[src/rtl/pixel_row_feeder_pkg.sv]
// Shared types and frame-geometry defaults for the pixel row feeder and
// the row-buffer window controller it feeds.
package pixel_feeder_pkg;

  typedef enum logic [1:0] {
    IDLE  = 2'd0,
    SEND  = 2'd1,
    WAIT  = 2'd2,
    DRAIN = 2'd3
  } feeder_state_e;

  localparam int unsigned PIX_W            = 8;
  localparam int unsigned DEF_IMG_WIDTH    = 512;
  localparam int unsigned DEF_IMG_HEIGHT   = 512;
  localparam int unsigned DEF_PREFILL_ROWS = 4;

  // Counter width that never collapses to zero bits for tiny parameters.
  function automatic int unsigned cnt_width(input int unsigned max_states);
    return (max_states <= 32'd2) ? 32'd1 : $clog2(max_states);
  endfunction

endpackage

[src/rtl/pixel_row_feeder_if.sv]
// Source-side valid/ready bus and controller-side pixel bus of the feeder.
interface pixel_row_feeder_if;
  import pixel_feeder_pkg::*;

  logic [PIX_W-1:0] src_data;
  logic             src_valid;
  logic             src_ready;
  logic [PIX_W-1:0] pix_out;
  logic             pix_out_valid;

  modport master (
    input  src_data,
    input  src_valid,
    output src_ready,
    output pix_out,
    output pix_out_valid
  );

  modport slave (
    output src_data,
    output src_valid,
    input  src_ready,
    input  pix_out,
    input  pix_out_valid
  );

endinterface

[src/rtl/pixel_row_feeder_credit.sv]
// Saturating row-credit counter: load to MAX_VAL, simultaneous inc/dec
// cancel, and an overflow pulse when an increment hits the ceiling.
module row_credit_counter #(
  parameter int unsigned MAX_VAL = 4,
  parameter int unsigned CNT_W   = 3
) (
  input  logic             clk,
  input  logic             rst,
  input  logic             load,
  input  logic             inc,
  input  logic             dec,
  output logic [CNT_W-1:0] count,
  output logic [CNT_W-1:0] count_next,
  output logic             overflow
);

  localparam logic [CNT_W-1:0] MAX_V  = CNT_W'(MAX_VAL);
  localparam logic [CNT_W-1:0] ZERO_V = {CNT_W{1'b0}};
  localparam logic [CNT_W-1:0] ONE_V  = CNT_W'(1);

  logic [CNT_W-1:0] count_r;
  logic [CNT_W-1:0] count_next_s;
  logic             overflow_s;

  // Next credit value with saturation at both ends.
  always_comb begin
    count_next_s = count_r;
    overflow_s   = 1'b0;
    if (load) begin
      count_next_s = MAX_V;
    end else if (inc && !dec) begin
      if (count_r == MAX_V) begin
        overflow_s = 1'b1;
      end else begin
        count_next_s = count_r + ONE_V;
      end
    end else if (dec && !inc) begin
      if (count_r != ZERO_V) begin
        count_next_s = count_r - ONE_V;
      end else begin
        count_next_s = ZERO_V;
      end
    end else begin
      count_next_s = count_r;
    end
  end

  // Credit register.
  always_ff @(posedge clk) begin
    if (rst) begin
      count_r <= ZERO_V;
    end else begin
      count_r <= count_next_s;
    end
  end

  assign count      = count_r;
  assign count_next = count_next_s;
  assign overflow   = overflow_s;

endmodule

[src/rtl/pixel_row_feeder.sv]
// Streams one frame of pixels from a valid/ready source to the window
// controller, pacing whole rows against controller row-read interrupts.
module pixel_row_feeder
  import pixel_feeder_pkg::*;
#(
  parameter int unsigned IMG_WIDTH    = DEF_IMG_WIDTH,
  parameter int unsigned IMG_HEIGHT   = DEF_IMG_HEIGHT,
  parameter int unsigned PREFILL_ROWS = DEF_PREFILL_ROWS
) (
  input  logic                clk,
  input  logic                rst,
  input  logic                start,
  input  logic                irq_in,
  pixel_row_feeder_if.master  pix_if,
  output logic                busy,
  output logic                done,
  output logic                err_overflow
);

  localparam int unsigned COL_W  = cnt_width(IMG_WIDTH);
  localparam int unsigned ROW_W  = cnt_width(IMG_HEIGHT + 1);
  localparam int unsigned IRQ_W  = cnt_width(IMG_HEIGHT) + 1;
  localparam int unsigned CRED_W = cnt_width(PREFILL_ROWS + 1);

  localparam logic [COL_W-1:0]  COL_LAST   = COL_W'(IMG_WIDTH - 1);
  localparam logic [ROW_W-1:0]  ROW_LAST   = ROW_W'(IMG_HEIGHT - 1);
  localparam logic [IRQ_W-1:0]  IRQ_TARGET = IRQ_W'(IMG_HEIGHT - 2);
  localparam logic [IRQ_W-1:0]  IRQ_MAX    = {IRQ_W{1'b1}};
  localparam logic [CRED_W-1:0] CRED_ZERO  = {CRED_W{1'b0}};

  feeder_state_e     state_r;
  feeder_state_e     state_next_s;
  logic [COL_W-1:0]  col_cnt_r;
  logic [ROW_W-1:0]  row_cnt_r;
  logic [IRQ_W-1:0]  irq_cnt_r;
  logic [IRQ_W-1:0]  irq_cnt_next_s;
  logic [CRED_W-1:0] credits_s;
  logic [CRED_W-1:0] credits_next_s;
  logic              cred_overflow_s;
  logic              src_ready_r;
  logic [PIX_W-1:0]  pix_out_r;
  logic              pix_out_valid_r;
  logic              busy_r;
  logic              done_r;
  logic              err_overflow_r;
  logic              start_acc_s;
  logic              xfer_s;
  logic              row_done_s;
  logic              irq_live_s;

  assign start_acc_s = start && (state_r == IDLE);
  assign xfer_s      = pix_if.src_valid && src_ready_r;
  assign row_done_s  = xfer_s && (col_cnt_r == COL_LAST);
  // Interrupts only count inside a frame; IDLE ignores them completely.
  assign irq_live_s  = irq_in && busy_r;

  assign irq_cnt_next_s = (irq_live_s && (irq_cnt_r != IRQ_MAX)) ?
                          (irq_cnt_r + IRQ_W'(1)) : irq_cnt_r;

  row_credit_counter #(
    .MAX_VAL (PREFILL_ROWS),
    .CNT_W   (CRED_W)
  ) u_credit (
    .clk        (clk),
    .rst        (rst),
    .load       (start_acc_s),
    .inc        (irq_live_s),
    .dec        (row_done_s),
    .count      (credits_s),
    .count_next (credits_next_s),
    .overflow   (cred_overflow_s)
  );

  // Next-state decode for the frame sequencer.
  always_comb begin
    state_next_s = state_r;
    case (state_r)
      IDLE: begin
        if (start) state_next_s = SEND;
        else       state_next_s = IDLE;
      end
      SEND: begin
        if (row_done_s) begin
          if (row_cnt_r == ROW_LAST)            state_next_s = DRAIN;
          else if (credits_next_s == CRED_ZERO) state_next_s = WAIT;
          else                                  state_next_s = SEND;
        end else begin
          state_next_s = SEND;
        end
      end
      WAIT: begin
        if (credits_s != CRED_ZERO) state_next_s = SEND;
        else                        state_next_s = WAIT;
      end
      DRAIN: begin
        if (irq_cnt_next_s == IRQ_TARGET) state_next_s = IDLE;
        else                              state_next_s = DRAIN;
      end
      default: state_next_s = IDLE;
    endcase
  end

  // State and state-decoded control outputs, registered.
  always_ff @(posedge clk) begin
    if (rst) begin
      state_r     <= IDLE;
      src_ready_r <= 1'b0;
      busy_r      <= 1'b0;
      done_r      <= 1'b0;
    end else begin
      state_r     <= state_next_s;
      src_ready_r <= (state_next_s == SEND);
      busy_r      <= (state_next_s != IDLE);
      done_r      <= (state_r == DRAIN) && (state_next_s == IDLE);
    end
  end

  // Row/column/interrupt bookkeeping and the sticky overflow flag.
  always_ff @(posedge clk) begin
    if (rst) begin
      col_cnt_r      <= {COL_W{1'b0}};
      row_cnt_r      <= {ROW_W{1'b0}};
      irq_cnt_r      <= {IRQ_W{1'b0}};
      err_overflow_r <= 1'b0;
    end else if (start_acc_s) begin
      col_cnt_r      <= {COL_W{1'b0}};
      row_cnt_r      <= {ROW_W{1'b0}};
      irq_cnt_r      <= {IRQ_W{1'b0}};
      err_overflow_r <= 1'b0;
    end else begin
      if (row_done_s) begin
        col_cnt_r <= {COL_W{1'b0}};
        row_cnt_r <= row_cnt_r + ROW_W'(1);
      end else if (xfer_s) begin
        col_cnt_r <= col_cnt_r + COL_W'(1);
      end else begin
        col_cnt_r <= col_cnt_r;
      end
      irq_cnt_r      <= irq_cnt_next_s;
      err_overflow_r <= err_overflow_r || cred_overflow_s;
    end
  end

  // Output pixel register; data holds when nothing is transferred.
  always_ff @(posedge clk) begin
    if (rst) begin
      pix_out_r       <= {PIX_W{1'b0}};
      pix_out_valid_r <= 1'b0;
    end else begin
      pix_out_valid_r <= xfer_s;
      if (xfer_s) pix_out_r <= pix_if.src_data;
      else        pix_out_r <= pix_out_r;
    end
  end

  assign pix_if.src_ready     = src_ready_r;
  assign pix_if.pix_out       = pix_out_r;
  assign pix_if.pix_out_valid = pix_out_valid_r;
  assign busy                 = busy_r;
  assign done                 = done_r;
  assign err_overflow         = err_overflow_r;

endmodule

[src/flat_wrapper.sv]
// flat-port wrapper written by rule: the top's interface ports become plain ports
module pixel_row_feeder_flat import pixel_feeder_pkg::*;
#(
  parameter int unsigned IMG_WIDTH    = DEF_IMG_WIDTH,
  parameter int unsigned IMG_HEIGHT   = DEF_IMG_HEIGHT,
  parameter int unsigned PREFILL_ROWS = DEF_PREFILL_ROWS
)
  (clk, rst, start, irq_in, busy, done, err_overflow, pix_if_src_data, pix_if_src_valid, pix_if_src_ready, pix_if_pix_out, pix_if_pix_out_valid);
  pixel_row_feeder_if pix_if_i ();
  input  logic clk;
  input  logic rst;
  input  logic start;
  input  logic irq_in;
  output logic busy;
  output logic done;
  output logic err_overflow;
  input wire logic [$bits(pix_if_i.src_data)-1:0] pix_if_src_data;
  input wire logic [$bits(pix_if_i.src_valid)-1:0] pix_if_src_valid;
  output wire logic [$bits(pix_if_i.src_ready)-1:0] pix_if_src_ready;
  output wire logic [$bits(pix_if_i.pix_out)-1:0] pix_if_pix_out;
  output wire logic [$bits(pix_if_i.pix_out_valid)-1:0] pix_if_pix_out_valid;
  assign pix_if_i.src_data = pix_if_src_data;
  assign pix_if_i.src_valid = pix_if_src_valid;
  assign pix_if_src_ready = pix_if_i.src_ready;
  assign pix_if_pix_out = pix_if_i.pix_out;
  assign pix_if_pix_out_valid = pix_if_i.pix_out_valid;
  pixel_row_feeder #(.IMG_WIDTH(IMG_WIDTH), .IMG_HEIGHT(IMG_HEIGHT), .PREFILL_ROWS(PREFILL_ROWS)) u_core (.clk(clk), .rst(rst), .start(start), .irq_in(irq_in), .pix_if(pix_if_i), .busy(busy), .done(done), .err_overflow(err_overflow));
endmodule
[config.mk]
export PLATFORM = sky130hd
export DESIGN_NAME = pixel_row_feeder_flat
export DESIGN_NICKNAME = d
export VERILOG_FILES = /design/src/rtl/pixel_row_feeder_pkg.sv /design/src/rtl/pixel_row_feeder_if.sv /design/src/rtl/pixel_row_feeder_credit.sv /design/src/rtl/pixel_row_feeder.sv /design/src/flat_wrapper.sv
export SDC_FILE = /design/constraint.sdc
export NUM_CORES = 1
export LEC_CHECK = 0
export ABC_AREA = 1
export CORE_MARGIN = 2
export CORE_UTILIZATION = 60
export DETAILED_ROUTE_END_ITERATION = 12
export PLACE_DENSITY = 0.87
export SLEW_MARGIN = 20
export SYNTH_ARGS = -nofsm -noshare
export SYNTH_HDL_FRONTEND = slang
export SYNTH_SLANG_ARGS = --single-unit
export TNS_END_PERCENT = 100
[constraint.sdc]
create_clock -name clk -period 5.3 [get_ports clk]
set_input_delay 1.06 -clock clk [delete_from_list [all_inputs] [get_ports clk]]
set_output_delay 1.06 -clock clk [all_outputs]
set_load 0.05 [all_outputs]
==> impl_metrics.tcl <==
set metrics [dict create \
    ys_ff_latch 47 \
    syn_nets 368 \
    antenna_left 0 \
    fmax_mhz 360 \
    worstSetupPathType "in2reg" \
    wl_per_cell_microns 11.5 \
    cp-start-kind "input port" \
    finalClockSkew_ns 0.00916 \
    fin_cells 422 \
    cts_buffers 5 \
    critPathRequiredTime_ns 5.50 \
    min_path_type "reg2reg" \
    p_per_area_nw_per_um2 257 \
    h-tree-depth 2 \
    dieWidth_microns 66.9 \
    fill_cells 305 \
    cts_resized 0 \
    diodes 0 \
    viasPerCell 5.18 \
    rows 22 \
    hpwl_microns 3590 \
    syn_area_sq_um 2380 \
    max_slew_margin 0.484 \
    p_leak_nw 1.11 \
    path_clk_slew_ns 0.08 \
    vdd_drop_max_mv 0.212 \
    antenna_found_initial 0 \
    io_buffers 25 \
    yosysTopAreaCellShare 0.396 \
    drtPass1Iterations 4 \
    grt_usage 0.248 \
    path_max_fanout 7 \
    fin_crit_ns 2.78 \
    drive_gt1_frac 0.0668 \
    yosysUniqueCellTypes 26 \
    overflow 0 \
    fin_nets 394 \
    io_pins 26 \
    slew_violations 0 \
    clkLatencyLatePin_ns 0.30 \
    worstMarginPinSlew_ns 0.773 \
    synthMostInstantiatedCell "nand2_1" \
    yosysTopAreaCell "dfxtp_1" \
    syn_area_per_cell_sq_um 6.83 \
    globalplace.congestion 0.887 \
    netlist_top_cells_area "dfxtp_1, nand2_1, nor2_1" \
    setup_viol_count_final 0 \
    cts_sinks 47 \
    worstSetupEndpointType "flop" \
    cts_tree "yes" \
    first_iter_violations 123 \
    ys.flop_type "dfxtp_1" \
    synth_cells 348 \
    grt_max_degree 22 \
    run_status "completed" \
    clock-root-buffer "clkbuf_8" \
    synth_edf_count 0 \
    placed_area_sq_um 2660 \
    async_reset_ff_frac 0 \
    cts_buffer_depth 2 \
    area_growth_syn_to_layout_pct 16.1 \
    drv_cap 0 \
    ys_top_cells_by_count "nand2_1, nor2_1, inv_1" \
    core_sq_um 3740 \
    fin_tns_setup_ns 0 \
    initial_utilization 0.635 \
    dp.cells 415 \
    synth-seq-area-share 0.396 \
    fin_area_sq_um 2760 \
    hold_viol 0 \
    yosys_warnings 0 \
    grt_pass1_vias 2053 \
    post-route-period-util 0.524 \
    wirelength_microns 4850 \
    cts_hold_buf 0 \
    grt_pass1_wl_microns 8540 \
    die_area_sq_um 4480 \
    rsz0062_at_grt "false" \
    critical_path_arrival_ns 2.98 \
    vias 2186 \
    postCtsSetupRepairBufs 0 \
    drc 0 \
    die_h_microns 66.9 \
]
[power breakdown]
group          switching (W)  internal, W  total (W)
Sequential        0.00000623     0.000362   0.000368
Clock               0.000115     0.000138   0.000254
Combinational      0.0000575    0.0000301  0.0000876
[per-stage QoR]
step | hold WS, ns | worst slack [ns] | power [W] | util
detailed placement | 0.466 | 2.21 | 0.000464 | 0.710
floorplan | 0.445 | 2.93 | 0.000433 | -
CTS | 0.475 | 2.53 | 0.000711 | 0.737
global route | 0.497 | 2.27 | 0.000739 | 0.737
global placement | 0.451 | 2.30 | 0.000463 | 0.710
finish | 0.475 | 2.52 | 0.000709 | 0.737
[critical path, stage by stage]
cell and delay [ns]:
clkdlybuf4s50_1 0.46, nand2_1 0.17, nor3_2 0.42, nand2_1 0.11
nand2_1 0.08, nand2_1 0.07, nor2_1 0.09, nand2_1 0.06
nor2_1 0.10, nand2_1 0.08, nand2_2 0.07, nand3_2 0.08
nand2_1 0.09, nand2_1 0.05
[flip-flops by register name, summed over array words and instances (netlist names)]
name                         count
u_core.pix_if.pix_out_valid      1
u_core.state_r                   2
u_core.done                      1
u_core.pix_if.pix_out            8
u_core.col_cnt_r                 9
u_core.err_overflow              1
u_core.pix_if.src_ready          1
u_core.busy                      1
u_core.u_credit.count            3
u_core.irq_cnt_r                10
u_core.row_cnt_r                10
[routing by layer]
layer  GRT usage  vias up  wire (microns)  share of wire
li1            -     1150               -              -
met1       0.315      985            2220           0.46
met2       0.411       46            2320           0.48
met3      0.0625        5             247          0.051
met4      0.0816        0              61          0.013
met5           0        -               0              0
[area by class of cell]
type / instances / area [sq um] / share of cell area
flip-flops and latches: 47 / 941 / 0.341
well taps: 48 / 60.1 / 0.0218
multi-input cells: 241 / 1200 / 0.436
inverters: 54 / 203 / 0.0735
clock inverters: 1 / 30.0 / 0.0109
clock buffers: 6 / 72.6 / 0.0263
repair buffers: 25 / 250 / 0.0907
[final timing paths]
path                        from                  end  slack (ns)  cells after the start
min          u_core.col_cnt_r[8]  u_core.col_cnt_r[8]        0.47                      2
max                       irq_in          u_core.busy        2.52                     14
min reg2reg  u_core.col_cnt_r[8]  u_core.col_cnt_r[8]        0.47                      2
max reg2reg  u_core.col_cnt_r[0]          u_core.busy        2.57                     14
[cell families (layout without fill, tap and decap cells)]
group	Yosys count	in the layout	share of synthesized area
AND/OR/NAND/NOR	202	202	0.392
buffers and inverters	60	86	0.0979
flip-flops	47	47	0.396
AO/OA/AOI/OAI	29	29	0.0627
adder cells (fa/ha/maj)	7	7	0.0369
XOR/XNOR	3	3	0.0142
[layout by cell type, fill, tap and decap left out, drive strengths merged, types with 2 or more instances in the layout]
| master | netlist | routed |
|---|---|---|
| nand2 | 84 | 84 |
| nor2 | 60 | 60 |
| inv | 54 | 54 |
| dfxtp | 47 | 47 |
| nand3 | 27 | 27 |
| clkdlybuf4s50 | 0 | 25 |
| o21ai | 15 | 15 |
| nor3 | 15 | 15 |
| a21oi | 12 | 12 |
| ha | 7 | 7 |
| clkbuf | 5 | 6 |
| nand4 | 5 | 5 |
| nor3b | 5 | 5 |
| nor4 | 3 | 3 |
| nand3b | 2 | 2 |
| xor2 | 2 | 2 |
(Power assumes the default switching activity.)
